`config.mk`:
```
export PLATFORM = sky130hd
export DESIGN_NAME = mult_low_feeder_flat
export DESIGN_NICKNAME = d
export VERILOG_FILES = /design/src/rtl/mult_pkg.sv /design/src/rtl/mult_low_feeder_if.sv /design/src/rtl/mult_op_fifo.sv /design/src/rtl/mult_low_feeder.sv /design/src/flat_wrapper.sv
export SDC_FILE = /design/constraint.sdc
export NUM_CORES = 1
export LEC_CHECK = 0
export ABC_AREA = 1
export BUFFER_PORTS_ARGS = -buffer_cell sky130_fd_sc_hd__buf_2
export CORE_ASPECT_RATIO = 0.5
export CORE_MARGIN = 2
export CORE_UTILIZATION = 38
export CTS_BUF_LIST = sky130_fd_sc_hd__clkbuf_4
export DETAILED_ROUTE_END_ITERATION = 10
export HOLD_SLACK_MARGIN = 0.02
export PLACE_DENSITY = 0.58
export SKIP_LAST_GASP = 1
export SYNTH_ARGS = -nofsm -noshare
export SYNTH_HDL_FRONTEND = slang
export SYNTH_SLANG_ARGS = --single-unit
```
`constraint.sdc`:
```
create_clock -name clk -period 4.9 [get_ports clk]
set_input_delay 0 -clock clk [delete_from_list [all_inputs] [get_ports clk]]
set_output_delay 0 -clock clk [all_outputs]
set_load 0.05 [all_outputs]
```
`src/rtl/mult_pkg.sv`:
```
// Shared types and default operand widths for the mult_low issue stage.
package mult_pkg;

    typedef enum logic [1:0] {
        IDLE  = 2'd0,
        ISSUE = 2'd1,
        WAIT  = 2'd2
    } feeder_state_t;

    localparam int MULT_N_DEFAULT = 8;
    localparam int MULT_M_DEFAULT = 4;

endpackage

```
`src/rtl/mult_low_feeder_if.sv`:
```
// Operand stream, multiplier handshake and product stream of mult_low_feeder.
interface mult_low_feeder_if
    import mult_pkg::*;
#(
    parameter int N     = MULT_N_DEFAULT,
    parameter int M     = MULT_M_DEFAULT,
    parameter int DEPTH = 4
);
    localparam int CW = $clog2(DEPTH) + 1;

    logic             in_valid;
    logic             in_ready;
    logic [N-1:0]     in_mult1;
    logic [M-1:0]     in_mult2;
    logic             mul_data_rdy;
    logic [N-1:0]     mul_mult1;
    logic [M-1:0]     mul_mult2;
    logic             mul_res_rdy;
    logic [M+N-1:0]   mul_res;
    logic             out_valid;
    logic             out_ready;
    logic [M+N-1:0]   out_res;
    logic             busy;
    logic             err;
    logic [CW-1:0]    fifo_count;

    // master is the feeder itself; slave is the producer/multiplier/consumer side
    modport master (
        input  in_valid, in_mult1, in_mult2, mul_res_rdy, mul_res, out_ready,
        output in_ready, mul_data_rdy, mul_mult1, mul_mult2,
               out_valid, out_res, busy, err, fifo_count
    );

    modport slave (
        output in_valid, in_mult1, in_mult2, mul_res_rdy, mul_res, out_ready,
        input  in_ready, mul_data_rdy, mul_mult1, mul_mult2,
               out_valid, out_res, busy, err, fifo_count
    );

endinterface

```
`src/rtl/mult_op_fifo.sv`:
```
// Small synchronous FIFO holding packed {mult1, mult2} operand pairs.
module mult_op_fifo #(
    parameter int WIDTH = 12,
    parameter int DEPTH = 4,
    localparam int AW   = $clog2(DEPTH),
    localparam int CW   = AW + 1
) (
    input  logic             clk,
    input  logic             rstn,
    input  logic             push,
    input  logic [WIDTH-1:0] wdata,
    input  logic             pop,
    output logic [WIDTH-1:0] rdata,
    output logic             full,
    output logic             empty,
    output logic [CW-1:0]    count
);
    logic [WIDTH-1:0] mem [DEPTH];
    logic [AW-1:0]    wr_ptr_q, wr_ptr_d;
    logic [AW-1:0]    rd_ptr_q, rd_ptr_d;
    logic [CW-1:0]    count_q, count_d;
    logic             do_push;
    logic             do_pop;

    assign full    = (count_q == CW'(DEPTH));
    assign empty   = (count_q == '0);
    assign count   = count_q;
    assign do_push = push && !full;
    assign do_pop  = pop && !empty;
    assign rdata   = mem[rd_ptr_q];

    // Pointers wrap naturally because DEPTH is a power of two
    always_comb begin
        wr_ptr_d = wr_ptr_q;
        rd_ptr_d = rd_ptr_q;
        count_d  = count_q;
        if (do_push) begin
            wr_ptr_d = wr_ptr_q + AW'(1);
        end
        if (do_pop) begin
            rd_ptr_d = rd_ptr_q + AW'(1);
        end
        case ({do_push, do_pop})
            2'b10:   count_d = count_q + CW'(1);
            2'b01:   count_d = count_q - CW'(1);
            default: count_d = count_q;
        endcase
    end

    always_ff @(posedge clk or negedge rstn) begin
        if (!rstn) begin
            wr_ptr_q <= '0;
            rd_ptr_q <= '0;
            count_q  <= '0;
        end else begin
            wr_ptr_q <= wr_ptr_d;
            rd_ptr_q <= rd_ptr_d;
            count_q  <= count_d;
        end
    end

    always_ff @(posedge clk) begin
        if (do_push) begin
            mem[wr_ptr_q] <= wdata;
        end
    end

endmodule

```
`src/rtl/mult_low_feeder.sv`:
```
// Issue stage for the non-pipelined mult_low: buffers operand pairs, issues one at
// a time with a data_rdy pulse, and holds each product in a valid/ready output slot.
module mult_low_feeder
    import mult_pkg::*;
#(
    parameter int N       = MULT_N_DEFAULT,
    parameter int M       = MULT_M_DEFAULT,
    parameter int DEPTH   = 4,
    parameter int TIMEOUT = 64
) (
    input  logic              clk,
    input  logic              rstn,
    mult_low_feeder_if.master bus
);
    localparam int PW = M + N;
    localparam int CW = $clog2(DEPTH) + 1;
    localparam int TW = (TIMEOUT > 1) ? $clog2(TIMEOUT) : 1;

    feeder_state_t  state_q, state_d;
    logic [N-1:0]   mult1_q, mult1_d;
    logic [M-1:0]   mult2_q, mult2_d;
    logic           data_rdy_q, data_rdy_d;
    logic           out_valid_q, out_valid_d;
    logic [PW-1:0]  out_res_q, out_res_d;
    logic           err_q, err_d;
    logic [TW-1:0]  cnt_q, cnt_d;

    logic [PW-1:0]  fifo_rdata;
    logic           fifo_full;
    logic           fifo_empty;
    logic [CW-1:0]  fifo_cnt;
    logic           slot_free;
    logic           start;

    mult_op_fifo #(
        .WIDTH (PW),
        .DEPTH (DEPTH)
    ) u_fifo (
        .clk   (clk),
        .rstn  (rstn),
        .push  (bus.in_valid),
        .wdata ({bus.in_mult1, bus.in_mult2}),
        .pop   (start),
        .rdata (fifo_rdata),
        .full  (fifo_full),
        .empty (fifo_empty),
        .count (fifo_cnt)
    );

    // Issuing only into a free output slot guarantees the capture in WAIT never
    // overwrites an unconsumed product.
    assign slot_free = !out_valid_q || bus.out_ready;
    assign start     = (state_q == IDLE) && !fifo_empty && !bus.mul_res_rdy && slot_free;

    always_comb begin
        state_d     = state_q;
        mult1_d     = mult1_q;
        mult2_d     = mult2_q;
        data_rdy_d  = 1'b0;
        out_valid_d = out_valid_q;
        out_res_d   = out_res_q;
        err_d       = err_q;
        cnt_d       = cnt_q;

        if (out_valid_q && bus.out_ready) begin
            out_valid_d = 1'b0;
        end

        unique case (state_q)
            IDLE: begin
                if (start) begin
                    state_d    = ISSUE;
                    mult1_d    = fifo_rdata[PW-1:M];
                    mult2_d    = fifo_rdata[M-1:0];
                    data_rdy_d = 1'b1;
                end
            end
            ISSUE: begin
                state_d = WAIT;
                cnt_d   = '0;
            end
            WAIT: begin
                if (bus.mul_res_rdy) begin
                    out_res_d   = bus.mul_res;
                    out_valid_d = 1'b1;
                    state_d     = IDLE;
                end else if (cnt_q == TW'(TIMEOUT - 1)) begin
                    err_d   = 1'b1;
                    state_d = IDLE;
                end else begin
                    cnt_d = cnt_q + TW'(1);
                end
            end
            default: state_d = IDLE;
        endcase
    end

    always_ff @(posedge clk or negedge rstn) begin
        if (!rstn) begin
            state_q     <= IDLE;
            mult1_q     <= '0;
            mult2_q     <= '0;
            data_rdy_q  <= 1'b0;
            out_valid_q <= 1'b0;
            out_res_q   <= '0;
            err_q       <= 1'b0;
            cnt_q       <= '0;
        end else begin
            state_q     <= state_d;
            mult1_q     <= mult1_d;
            mult2_q     <= mult2_d;
            data_rdy_q  <= data_rdy_d;
            out_valid_q <= out_valid_d;
            out_res_q   <= out_res_d;
            err_q       <= err_d;
            cnt_q       <= cnt_d;
        end
    end

    assign bus.in_ready     = !fifo_full;
    assign bus.mul_data_rdy = data_rdy_q;
    assign bus.mul_mult1    = mult1_q;
    assign bus.mul_mult2    = mult2_q;
    assign bus.out_valid    = out_valid_q;
    assign bus.out_res      = out_res_q;
    assign bus.err          = err_q;
    assign bus.busy         = (state_q != IDLE) || !fifo_empty;
    assign bus.fifo_count   = fifo_cnt;

endmodule

```
`src/flat_wrapper.sv`:
```
// flat-port wrapper written by rule: the top's interface ports become plain ports
module mult_low_feeder_flat import mult_pkg::*;
#(
    parameter int N       = MULT_N_DEFAULT,
    parameter int M       = MULT_M_DEFAULT,
    parameter int DEPTH   = 4,
    parameter int TIMEOUT = 64
)
  (clk, rstn, bus_in_valid, bus_in_mult1, bus_in_mult2, bus_mul_res_rdy, bus_mul_res, bus_out_ready, bus_in_ready, bus_mul_data_rdy, bus_mul_mult1, bus_mul_mult2, bus_out_valid, bus_out_res, bus_busy, bus_err, bus_fifo_count);
  mult_low_feeder_if #(.N(N), .M(M), .DEPTH(DEPTH)) bus_i ();
  input  logic clk;
  input  logic rstn;
  input wire logic [$bits(bus_i.in_valid)-1:0] bus_in_valid;
  input wire logic [$bits(bus_i.in_mult1)-1:0] bus_in_mult1;
  input wire logic [$bits(bus_i.in_mult2)-1:0] bus_in_mult2;
  input wire logic [$bits(bus_i.mul_res_rdy)-1:0] bus_mul_res_rdy;
  input wire logic [$bits(bus_i.mul_res)-1:0] bus_mul_res;
  input wire logic [$bits(bus_i.out_ready)-1:0] bus_out_ready;
  output wire logic [$bits(bus_i.in_ready)-1:0] bus_in_ready;
  output wire logic [$bits(bus_i.mul_data_rdy)-1:0] bus_mul_data_rdy;
  output wire logic [$bits(bus_i.mul_mult1)-1:0] bus_mul_mult1;
  output wire logic [$bits(bus_i.mul_mult2)-1:0] bus_mul_mult2;
  output wire logic [$bits(bus_i.out_valid)-1:0] bus_out_valid;
  output wire logic [$bits(bus_i.out_res)-1:0] bus_out_res;
  output wire logic [$bits(bus_i.busy)-1:0] bus_busy;
  output wire logic [$bits(bus_i.err)-1:0] bus_err;
  output wire logic [$bits(bus_i.fifo_count)-1:0] bus_fifo_count;
  assign bus_i.in_valid = bus_in_valid;
  assign bus_i.in_mult1 = bus_in_mult1;
  assign bus_i.in_mult2 = bus_in_mult2;
  assign bus_i.mul_res_rdy = bus_mul_res_rdy;
  assign bus_i.mul_res = bus_mul_res;
  assign bus_i.out_ready = bus_out_ready;
  assign bus_in_ready = bus_i.in_ready;
  assign bus_mul_data_rdy = bus_i.mul_data_rdy;
  assign bus_mul_mult1 = bus_i.mul_mult1;
  assign bus_mul_mult2 = bus_i.mul_mult2;
  assign bus_out_valid = bus_i.out_valid;
  assign bus_out_res = bus_i.out_res;
  assign bus_busy = bus_i.busy;
  assign bus_err = bus_i.err;
  assign bus_fifo_count = bus_i.fifo_count;
  mult_low_feeder #(.N(N), .M(M), .DEPTH(DEPTH), .TIMEOUT(TIMEOUT)) u_core (.clk(clk), .rstn(rstn), .bus(bus_i));
endmodule
```
==> flow_summary.toml, run 1 <==
[logic_synthesis]
yosys-top-cells-count = "nand2_1, edfxtp_1, dfrtp_1, nor2_1, o21ai_0"
synth-seq-cells = 90
synth_top_area_cell = "edfxtp_1"
synth_area_leaders = "edfxtp_1, dfrtp_1, nand2_1, nor2_1, o21ai_0"
ys_warn_count = 0
syn_area_um2 = 3661
syn_area_per_cell_um2 = 11.13
synth.yosys.seq_area_share_pct = 68.08
synth_cell_types = 28
netlist.area_leader.share_pct = 39.37
yosysMostFrequentCell = "nand2_1"
syn_nets = 365
async_flop_share_pct = 46.67
synth_edf_count = 48
synthFlopType = "edfxtp_1"
netlist_instances = 329

[critical_path]
path_delay_family = "adder cells"
path_cells = "inv_1 > nand3_1 > nand3_2 > inv_2 > ha_1 > fa_1 > a21oi_1 > o21ai_0 > xor2_1"
cp.required_ns = 5.23
reg2reg_depth = 9
cp_max_fo = 17
cp-start-kind = "flop"
path_class = "reg2reg"
crit_arrival_ns = 2.56
cp.depth = 9
worst_setup_path_end_kind = "flop"
cpPeakStageDelay_ns = 0.45
critPathSlowestCell = "dfrtp_1"
crit_buf_inv = 2

[final_layout]
final_nets = 464
antenna_cells = 0
synthToLayoutAreaGrowth_pct = 26.35
fin_cells = 568
drive_above_1_share_pct = 19.63
multi_input_area_um2 = 1030
nFillCells = 858
ff_latch_area_um2 = 2492

[min_path]
whs_path_depth = 4
hold_class = "in2reg"

[sta]
tns_ns = 0
max_freq_ghz = 0.4482
min_period_ns = 2.231
finalHoldViolCount = 0
post-route-period-util_pct = 45.53
setup_violations = 0
max_slew_margin_pct = 23.97
worstMarginPinSlew_ns = 1.136
skew_ns = 0.01152
rsz0062_at_grt = "no"
maxSlewViolCount = 0

[clocking]
htree_levels = 3
numCtsBuffers = 9
tritoncts = "yes"
clkLatencyLatePin_ns = 0.44
cts.path.max_buffers = 2
clk_pin_slew_worst_paths_ns = 0.13
root_buffer = "clkbuf_4"
post_cts_resized = 0
cts.sinks = 90

[floorplanning]
die_h_um = 73.41
core_area_um2 = 9415
io-pin-count = 61
die-area_um2 = 10480
num_rows = 25
die_x_um = 142.8
start_util_pct = 38.88

[placement]
dpl.hpwl_mm = 4.751
gp_congestion = 0.8014
io_buffers = 60
dp_cells = 513

[drt]
num_vias = 2606
wl_mm = 7.622
drt-pass1-iter-count = 4
vias_per_cell = 4.588
ant_nets = 0
post_drt_wl_per_cell_um = 13.42
drc_errors = 0
drt_iter0_markers = 194

[global_route]
antenna_found_initial = 0
grt_pass1_wl_mm = 12.39
grt_pass1_vias = 2543
grt-ovfl-total = 0
grt_usage_pct = 15.81
grt_max_degree = 43

[power]
max-vdd-ir-drop_mv = 0.2171
netSwitchingFraction_pct = 44.98
cellLeakagePower_nw = 2.018
intPower_mw = 1.556
p_sw_mw = 1.272
powerDensity_nw_per_um2 = 611.3
p_comb_share_pct = 41.8
p_total_mw = 2.828
seqPwrFrac_pct = 41.8
pwr-share-clk_pct = 16.4

[flow_run]
cap_violations = 0

[outcome]
run_status = "finished clean"
-- metrics by stage --
stage / hold WS (ns) / area, um2 / worst slack [ns] / utilization (%)
6_report: 0.1156 / 4626 / 2.669 / 49.13
4_1_cts: 0.07019 / 4626 / 2.644 / 49.13
5_1_grt: 0.1240 / 4626 / 2.398 / 49.13
3_5_place_dp: 0.2019 / 4070 / 2.670 / 43.23
2_1_floorplan: -0.2956 / 3661 / 2.200 / -
3_3_place_gp: 0.1996 / 4070 / 2.677 / 43.23
-- logic make-up (layout without fill, tap and decap cells) --
family	after synthesis	count (layout)	synth area share, %
and+or+nand+nor	146	146	16.75
DFF	90	90	68.08
AOI/OAI and AO/OA	49	49	7.587
buffers and inverters	32	136	3.794
adders and majority gates	7	7	2.597
xor gates and xnor gates	5	5	1.196
-- worst register-to-register path: stages (launching register included) --
cell,delay [ns]
dfrtp_1,0.45
inv_1,0.11
nand3_1,0.09
nand3_2,0.27
inv_2,0.19
ha_1,0.26
fa_1,0.38
a21oi_1,0.12
o21ai_0,0.11
xor2_1,0.15
-- layout by cell type (no fill, tap or decap), drive strengths merged --
cell type     n
dlygate4sd3  39
or2           1
buf          60
inv          22
edfxtp       48
xnor2         1
o22ai        12
a21oi         4
nand3        21
nand4         1
a21boi        1
dfrtp        42
nand2        84
clkbuf       10
xor2          4
clkinvlp      2
nor2         38
bufinv        2
ha            6
nand3b        1
fa            1
o21ai        31
clkinv        1
a31o          1
-- flip-flops by register name, indices dropped and copies added, names as in the netlist --
| signal | cells |
|---|---|
| u_core.bus.out_res | 12 |
| u_core.u_fifo.wr_ptr_q | 2 |
| u_core.bus.mul_mult1 | 8 |
| u_core.u_fifo.count | 3 |
| u_core.bus.out_valid | 1 |
| u_core.bus.mul_mult2 | 4 |
| u_core.bus.err | 1 |
| u_core.bus.mul_data_rdy | 1 |
| u_core.u_fifo.mem | 48 |
| u_core.u_fifo.rd_ptr_q | 2 |
| u_core.cnt_q | 6 |
| u_core.state_q | 2 |
-- power by group through the flow --
stage	sequential, mW	combinational [mW]	clock, mW
finish	1.18	1.18	0.464
global route	1.21	1.30	0.515
CTS	1.18	1.19	0.484
detailed placement	1.20	1.16	0
global placement	1.20	1.15	0
floorplan	1.53	0.529	0
-- path summary, 6_finish.rpt --
| path | start | to | slack, ns |
|---|---|---|---|
| setup / recovery | u_core.u_fifo.count[0] | u_core.u_fifo.count[2] | 2.67 |
| hold / removal | bus_mul_res_rdy | u_core.cnt_q[1] | 0.12 |
| setup reg to reg | u_core.u_fifo.count[0] | u_core.u_fifo.count[2] | 2.67 |
| hold reg to reg | u_core.bus.out_res[3] | u_core.bus.out_res[3] | 0.49 |
| max in group asynchronous | rstn | u_core.bus.out_res[0] | 4.11 |
| min in group asynchronous | rstn | u_core.u_fifo.wr_ptr_q[0] | 0.22 |
-- area by class of cell --
| class | count | area share (%) |
|---|---|---|
| Clock buffer | 10 | 1.623 |
| Clock inverter | 6 | 1.948 |
| Timing Repair Buffer | 99 | 14.93 |
| Multi-Input combinational cell | 207 | 22.26 |
| Tap cell | 135 | 3.652 |
| Inverter | 21 | 1.704 |
| Sequential cell | 90 | 53.88 |
-- layer usage --
metal	vias to the layer above	routed length, um	part of all wire [%]	global-route usage, %
met3	10	259	3.4	4.889
met2	46	3612	47	26.01
met4	0	114	1.5	5.721
met1	1248	3635	48	20.13
met5	-	0	0	0
li1	1302	-	-	-
-- repair_timing --
item,CTS,global route
setup buffers,0,0
hold buffers,39,0
endpoints found under the hold margin,105,0
No activity file was read; power rests on OpenSTA's default activity.
==> run 2, diff against run 1 <==
==> constraint.sdc (replaced) <==
create_clock -name clk -period 2.2 [get_ports clk]
set_input_delay 0 -clock clk [delete_from_list [all_inputs] [get_ports clk]]
set_output_delay 0 -clock clk [all_outputs]
set_load 0.05 [all_outputs]
==> run 2 against run 1 <==
  * Final cell count increased by 1.6%
  * Die area unchanged
  * Sequential cell count unchanged
  * Largest cell class unchanged
  * Largest power group is now combinational logic
==> flow_summary.toml, run 2 (synthesis gave the netlist of run 1 again) <==
[outcome]
run_status = "finished clean"

[power]
cellLeakagePower_nw = 2.061
max-vdd-ir-drop_mv = 0.4242
p_total_mw = 6.343
powerDensity_nw_per_um2 = 1351

[critical_path]
r2r-end = "u_core.u_fifo.count[2]"
cpPeakStageDelay_ns = 0.45
cp_max_fo = 4
cp.required_ns = 2.53
cp.depth = 9
endpoint = "u_core.u_fifo.count[2]"
critPathLaunch = "u_core.u_fifo.count[1]"
critPathSlowestCell = "dfrtp_2"
cp-start-kind = "flop"
ff2ff_setup_slack_ns = 0.22
path_delay_family = "adder cells"
path_cells = "inv_1 > nand3_1 > nand3_2 > inv_2 > ha_1 > fa_1 > a21oi_1 > o21ai_0 > xor2_1"
crit_arrival_ns = 2.31
crit_buf_inv = 2
reg2reg_depth = 9
timing.rr.start = "u_core.u_fifo.count[1]"
path_class = "reg2reg"
worst_setup_path_end_kind = "flop"

[clocking]
clkLatencyLatePin_ns = 0.44
htree_levels = 3
root_buffer = "clkbuf_4"
tritoncts = "yes"
post_cts_resized = 0
cts.sinks = 90
clk_pin_slew_worst_paths_ns = 0.14
numCtsBuffers = 9
cts_setup_buffers = 0
cts.path.max_buffers = 2

[sta]
setup_violations = 0
worstMarginPinSlew_ns = 0.9418
min_period_ns = 1.984
holdWs_ns = 0.1008
finalHoldViolCount = 0
maxSlewViolCount = 0
post-route-period-util_pct = 90.20
skew_ns = 0.01184
max_slew_margin_pct = 37.21
max_freq_ghz = 0.5040
tns_ns = 0
rsz0062_at_grt = "no"
worst_slack_ns = 0.2157

[placement]
dpl_worst_slack_ns = 0.2209
io_buffers = 60
dpl.hpwl_mm = 4.913
gp_congestion = 0.7480
dp_cells = 522

[final_layout]
largest_register = "u_core.u_fifo.mem"
layout_common_cells = "nand2_1, buf_2, edfxtp_1"
final_common_cell = "nand2_1"
final_nets = 473
drive_above_1_share_pct = 22.62
largest_reg_flops = 48
synthToLayoutAreaGrowth_pct = 28.20
antenna_cells = 0
nFillCells = 862
fin_cells = 577

[floorplanning]
die_h_um = 73.41
die_x_um = 142.8
die-area_um2 = 10480
core_area_um2 = 9415
num_rows = 25
start_util_pct = 38.88
io-pin-count = 61

[global_route]
grt-ovfl-total = 0
gr-usage-met3_pct = 5.150
grt_usage_pct = 15.93
grt_max_degree = 43
grtUsageMet1_pct = 19.97
grt_pass1_wl_mm = 12.64
gr-max-usage-layer = "met2"
grt_pass1_vias = 2602
antenna_found_initial = 0
use_met2_pct = 26.28

[drt]
wl_mm = 7.668
drt_iter0_markers = 163
num_vias = 2662
drt-pass1-iter-count = 4
ant_nets = 0
vias_per_cell = 4.614
post_drt_wl_per_cell_um = 13.29
drc_errors = 0

[flow_run]
cap_violations = 0

[min_path]
hold_class = "in2reg"
==> run 2: changes by cell type in the layout (fill, tap and decap cells not counted), sizes merged <==
cell / before / now
clkinvlp: 2 / 0
bufinv: 2 / 1
buf: 60 / 69
inv: 22 / 24
clkinv: 1 / 2
==> run 2: layout make-up <==
class	count	area (um2)	area share, %
Timing Repair Buffer	108	758.2	16.16
Tap cell	135	168.9	3.599
Clock inverter	6	72.57	1.546
Sequential cell	90	2497	53.21
Inverter	21	78.83	1.680
Multi-Input combinational cell	207	1042	22.21
Clock buffer	10	75.07	1.600
==> run 2: repair_timing <==
action / CTS / global route
hold buffers: 39 / 0
endpoints found under the hold margin: 105 / 0
endpoints found under the setup margin: 0 / 0
==> run 2: how the worst min path moves through the flow <==
| stage | slack [ns] | to | depth (start not counted) | startpoint |
|---|---|---|---|---|
| detailed placement | 0.20 | u_core.bus.mul_mult1[2] | 1 | rstn |
| finish | 0.10 | u_core.cnt_q[1] | 4 | bus_mul_res_rdy |
| global route | 0.09 | u_core.cnt_q[1] | 4 | bus_mul_res_rdy |
| global placement | 0.18 | u_core.bus.mul_mult1[2] | 1 | rstn |
| floorplan | -0.30 | u_core.bus.err | 0 | rstn |
| CTS | 0.07 | u_core.cnt_q[1] | 4 | bus_mul_res_rdy |
==> run 2: metal layers <==
layer	wire length, um	part of all wire, %	vias to the layer above
met1	3557	46	1284
met4	116	1.5	0
met3	277	3.6	10
met2	3716	48	48
met5	0	0	-
li1	-	-	1320
==> run 2: through the flow <==
step           util [%]  area (um2)
6_report          49.85        4693
3_5_place_dp      44.13        4155
5_1_grt           49.85        4693
3_3_place_gp      44.13        4155
2_1_floorplan         -        3679
4_1_cts           49.85        4693
==> run 2: power breakdown <==
part	internal [mW]	switching, mW	leakage [nW]
Clock	0.376	0.572	0.0833
Sequential	2.30	0.267	0.964
Combinational	0.771	2.06	1.01
==> run 2: tightest hold or removal path, stage by stage <==
cell     delay, ns
buf_2         0.27
nor2_4        0.10
nand3_1       0.09
nand2_1       0.05
==> run 3, diff against run 2 <==
--- a/config.mk
+++ b/config.mk
@@ -5,15 +5,14 @@
 export SDC_FILE = /design/constraint.sdc
 export NUM_CORES = 1
 export LEC_CHECK = 0
-export ABC_AREA = 1
 export BUFFER_PORTS_ARGS = -buffer_cell sky130_fd_sc_hd__buf_2
 export CORE_ASPECT_RATIO = 0.5
 export CORE_MARGIN = 2
 export CORE_UTILIZATION = 38
-export CTS_BUF_LIST = sky130_fd_sc_hd__clkbuf_4
+export CTS_BUF_LIST = sky130_fd_sc_hd__clkbuf_2
 export DETAILED_ROUTE_END_ITERATION = 10
 export HOLD_SLACK_MARGIN = 0.02
-export PLACE_DENSITY = 0.58
+export PLACE_DENSITY = 0.57
 export SKIP_LAST_GASP = 1
 export SYNTH_ARGS = -nofsm -noshare
 export SYNTH_HDL_FRONTEND = slang
==> constraint.sdc (replaced) <==
create_clock -name clk -period 2.2 [get_ports clk]
set_input_delay 0.44 -clock clk [delete_from_list [all_inputs] [get_ports clk]]
set_output_delay 0.44 -clock clk [all_outputs]
set_load 0.05 [all_outputs]
==> run 3 against run 2 <==
  * Area after synthesis rose by 3.2%
  * Die area is 3.0% higher
  * Final area shrank 5.4%
  * Sequential share of layout area rose by 3.0 points
  * Core utilization is 3.3 points lower
  * Register-to-register slack worse by 0.11 ns
  * Worst setup slack worse by 0.11 ns
  * Clock-buffer cell count up 2
  * Final cell count fell by 26%
  * Largest power group unchanged
==> flow_summary.toml, run 3 <==
[outcome]
run_status = "finished clean"

[placement]
dpl-instance-area_um2 = 4272
io_buffers = 60
gp_congestion = 0.8208
dpl.hpwl_mm = 4.500

[final_layout]
finish.utilization_pct = 46.54
multi_input_area_um2 = 1197
final_area_um2 = 4441
drive_above_1_share_pct = 44.90
final_nets = 325
antenna_cells = 0
final_common_cell = "buf_2"
synthToLayoutAreaGrowth_pct = 17.56
largest_register = "u_core.u_fifo.mem"
layout_common_cells = "buf_2, edfxtp_1, dfrtp_1"
ff_latch_area_um2 = 2497
nFillCells = 833
largest_reg_flops = 48

[global_route]
grt_pass1_wl_mm = 11.28
grt_max_degree = 43
grt_usage_pct = 13.82
antenna_found_initial = 0
grt-ovfl-total = 0
grt_pass1_vias = 2190

[sta]
worstMarginPinSlew_ns = 0.6438
min_period_ns = 2.097
holdWs_ns = 0.1026
max_slew_margin_pct = 56.96
finalHoldViolCount = 0
rsz0062_at_grt = "yes"
setup_violations = 0
skew_ns = 0.02506
post-route-period-util_pct = 95.32
max_freq_ghz = 0.4768
maxSlewViolCount = 0

[logic_synthesis]
synth_area_leaders = "edfxtp_1, dfrtp_1, mux4_1, mux2_2, mux2_4"
async_flop_share_pct = 46.67
syn_area_per_cell_um2 = 17.65
synth_top_family_by_area = "multiplexers"
synth_cell_types = 48
synthFlopType = "edfxtp_1"
synth_top_area_cell = "edfxtp_1"
synth.yosys.seq_area_share_pct = 65.98
yosysMostFrequentCell = "edfxtp_1"
syn_nets = 250
synth_xor_xnor_area_share_pct = 1.391
netlist.area_leader.share_pct = 38.16
ys_warn_count = 0
synth-compound-area-share_pct = 3.147
syn_area_um2 = 3777
synth_edf_count = 48
yosys.area_share.simple_pct = 7.122
netlist_instances = 214
yosys-top-cells-count = "edfxtp_1, dfrtp_1, mux2_2, mux4_1, mux2_4"
synthMuxAreaShare_pct = 16.99
synth-seq-cells = 90
synth_fa_ha_area_share_pct = 2.517

[clocking]
numCtsBuffers = 9
cts.path.max_buffers = 2
tritoncts = "yes"
cts.sinks = 90
clk_pin_slew_worst_paths_ns = 0.24
root_buffer = "clkbuf_2"
clkLatencyLatePin_ns = 0.53
htree_levels = 3

[floorplanning]
core_area_um2 = 9540
start_util_pct = 39.59
die_x_um = 145
num_rows = 25
die-area_um2 = 10800
die_h_um = 74.50
io-pin-count = 61

[drt]
route.met2.wl_mm = 3.409
drt-met1-wl_mm = 3.130
wl_met3_um = 309
drt-pass1-iter-count = 4
ant_nets = 0
vias_per_cell = 4.874
wl_mm = 6.934
post_drt_wl_per_cell_um = 16.16
drc_errors = 0
highest_layer = "met4"
num_vias = 2091
drt_iter0_markers = 89

[critical_path]
cp_max_fo = 5
worst_setup_path_end_kind = "flop"
crit_arrival_ns = 2.56
path_cells = "buf_4 > nor3_4 > and4bb_1 > ha_4 > fa_2 > xnor2_1 > nor2_1 > xor2_1"
cpPeakStageDelay_ns = 0.46
cp-start-kind = "flop"
critPathSlowestCell = "dfrtp_2"
path_class = "reg2reg"
cp.required_ns = 2.67

[min_path]
hold_class = "in2reg"

[power]
intPower_mw = 3.750
p_comb_share_pct = 46.6
netSwitchingFraction_pct = 41.60
p_total_mw = 6.422
max-vdd-ir-drop_mv = 0.3910
powerDensity_nw_per_um2 = 1446
cellLeakagePower_nw = 1.822
p_sw_mw = 2.671
seqPwrFrac_pct = 40.7
pwr-share-clk_pct = 12.7

[flow_run]
cap_violations = 0
==> run 3: cell count changes after synthesis, sizes merged, moves of 15 or more <==
| cell | delta |
|---|---|
| o21ai | -30 |
| nor2 | -32 |
| nand2 | -77 |
| mux2 | +26 |
| inv | -15 |
| nand3 | -19 |
==> run 3: power groups by stage <==
stage,clock (mW),combinational (mW),sequential (mW)
final,0.816,2.99,2.62
after global placement,0,2.85,2.66
after detailed placement,0,2.90,2.68
after global routing,0.916,3.18,2.68
after floorplan,0,1.38,3.53
after CTS,0.843,2.96,2.62
==> run 3: layout make-up <==
type	instances	area share (%)
flip-flops and latches	90	56.24
multi-input cells	107	26.97
repair buffers	75	9.918
well taps	135	3.804
clock buffers	12	1.352
clock inverters	4	1.212
inverters	6	0.5072
==> run 3: metrics by stage <==
stage / TNS (ns) / std cells / setup slack [ns]
after detailed placement: 0 / 408 / 0.1480
final: 0 / 429 / 0.1029
after global routing: -0.004905 / 429 / -0.004905
after CTS: 0 / 427 / 0.03721
after global placement: 0 / 408 / 0.1865
after floorplan: -0.06390 / 214 / -0.03934
==> run 3: kinds of logic (layout without fill, tap and decap cells) <==
logic type	count (synthesis)	after routing
AOI/OAI and AO/OA	17	17
xor gates and xnor gates	6	6
adders and majority gates	7	7
buffers and inverters	17	97
DFF	90	90
muxes	38	38
and+or+nand+nor	39	39
==> run 3: worst max-delay path, delay by kind of cell (launching register included) <==
kind,cells,cell delay [ns]
buffers and inverters,1,0.14
and+or+nand+nor,3,0.58
xor gates and xnor gates,2,0.27
DFF,1,0.46
adders and majority gates,2,0.57
==> run 3: what timing repair did <==
item / CTS / global route
endpoints found under the setup margin: 1 / 3
setup buffers: 2 / 2
hold buffers: 1 / 0
gates cloned: 0 / 0
resized for setup: 0 / 1
endpoints found under the hold margin: 42 / 0
==> run 3: worst paths after layout <==
| path | to | depth (start not counted) | from | slack, ns |
|---|---|---|---|---|
| worst max-delay path | u_core.u_fifo.count[2] | 8 | u_core.u_fifo.count[0] | 0.10 |
| worst min-delay path | u_core.u_fifo.mem[0][5] | 1 | bus_in_mult1[1] | 0.10 |
| worst max register to register | u_core.u_fifo.count[2] | 8 | u_core.u_fifo.count[0] | 0.10 |
| worst min register to register | u_core.bus.err | 1 | u_core.bus.err | 0.52 |
| max in group asynchronous | u_core.bus.mul_mult1[1] | 3 | rstn | 1.59 |
| min in group asynchronous | u_core.cnt_q[5] | 3 | rstn | 0.38 |
==> run 3: routing by layer <==
| metal | vias to the layer above | global-route usage (%) |
|---|---|---|
| met3 | 12 | 4.356 |
| li1 | 978 | - |
| met4 | 0 | 4.730 |
| met5 | - | 0 |
| met2 | 51 | 23.76 |
| met1 | 1050 | 17.08 |
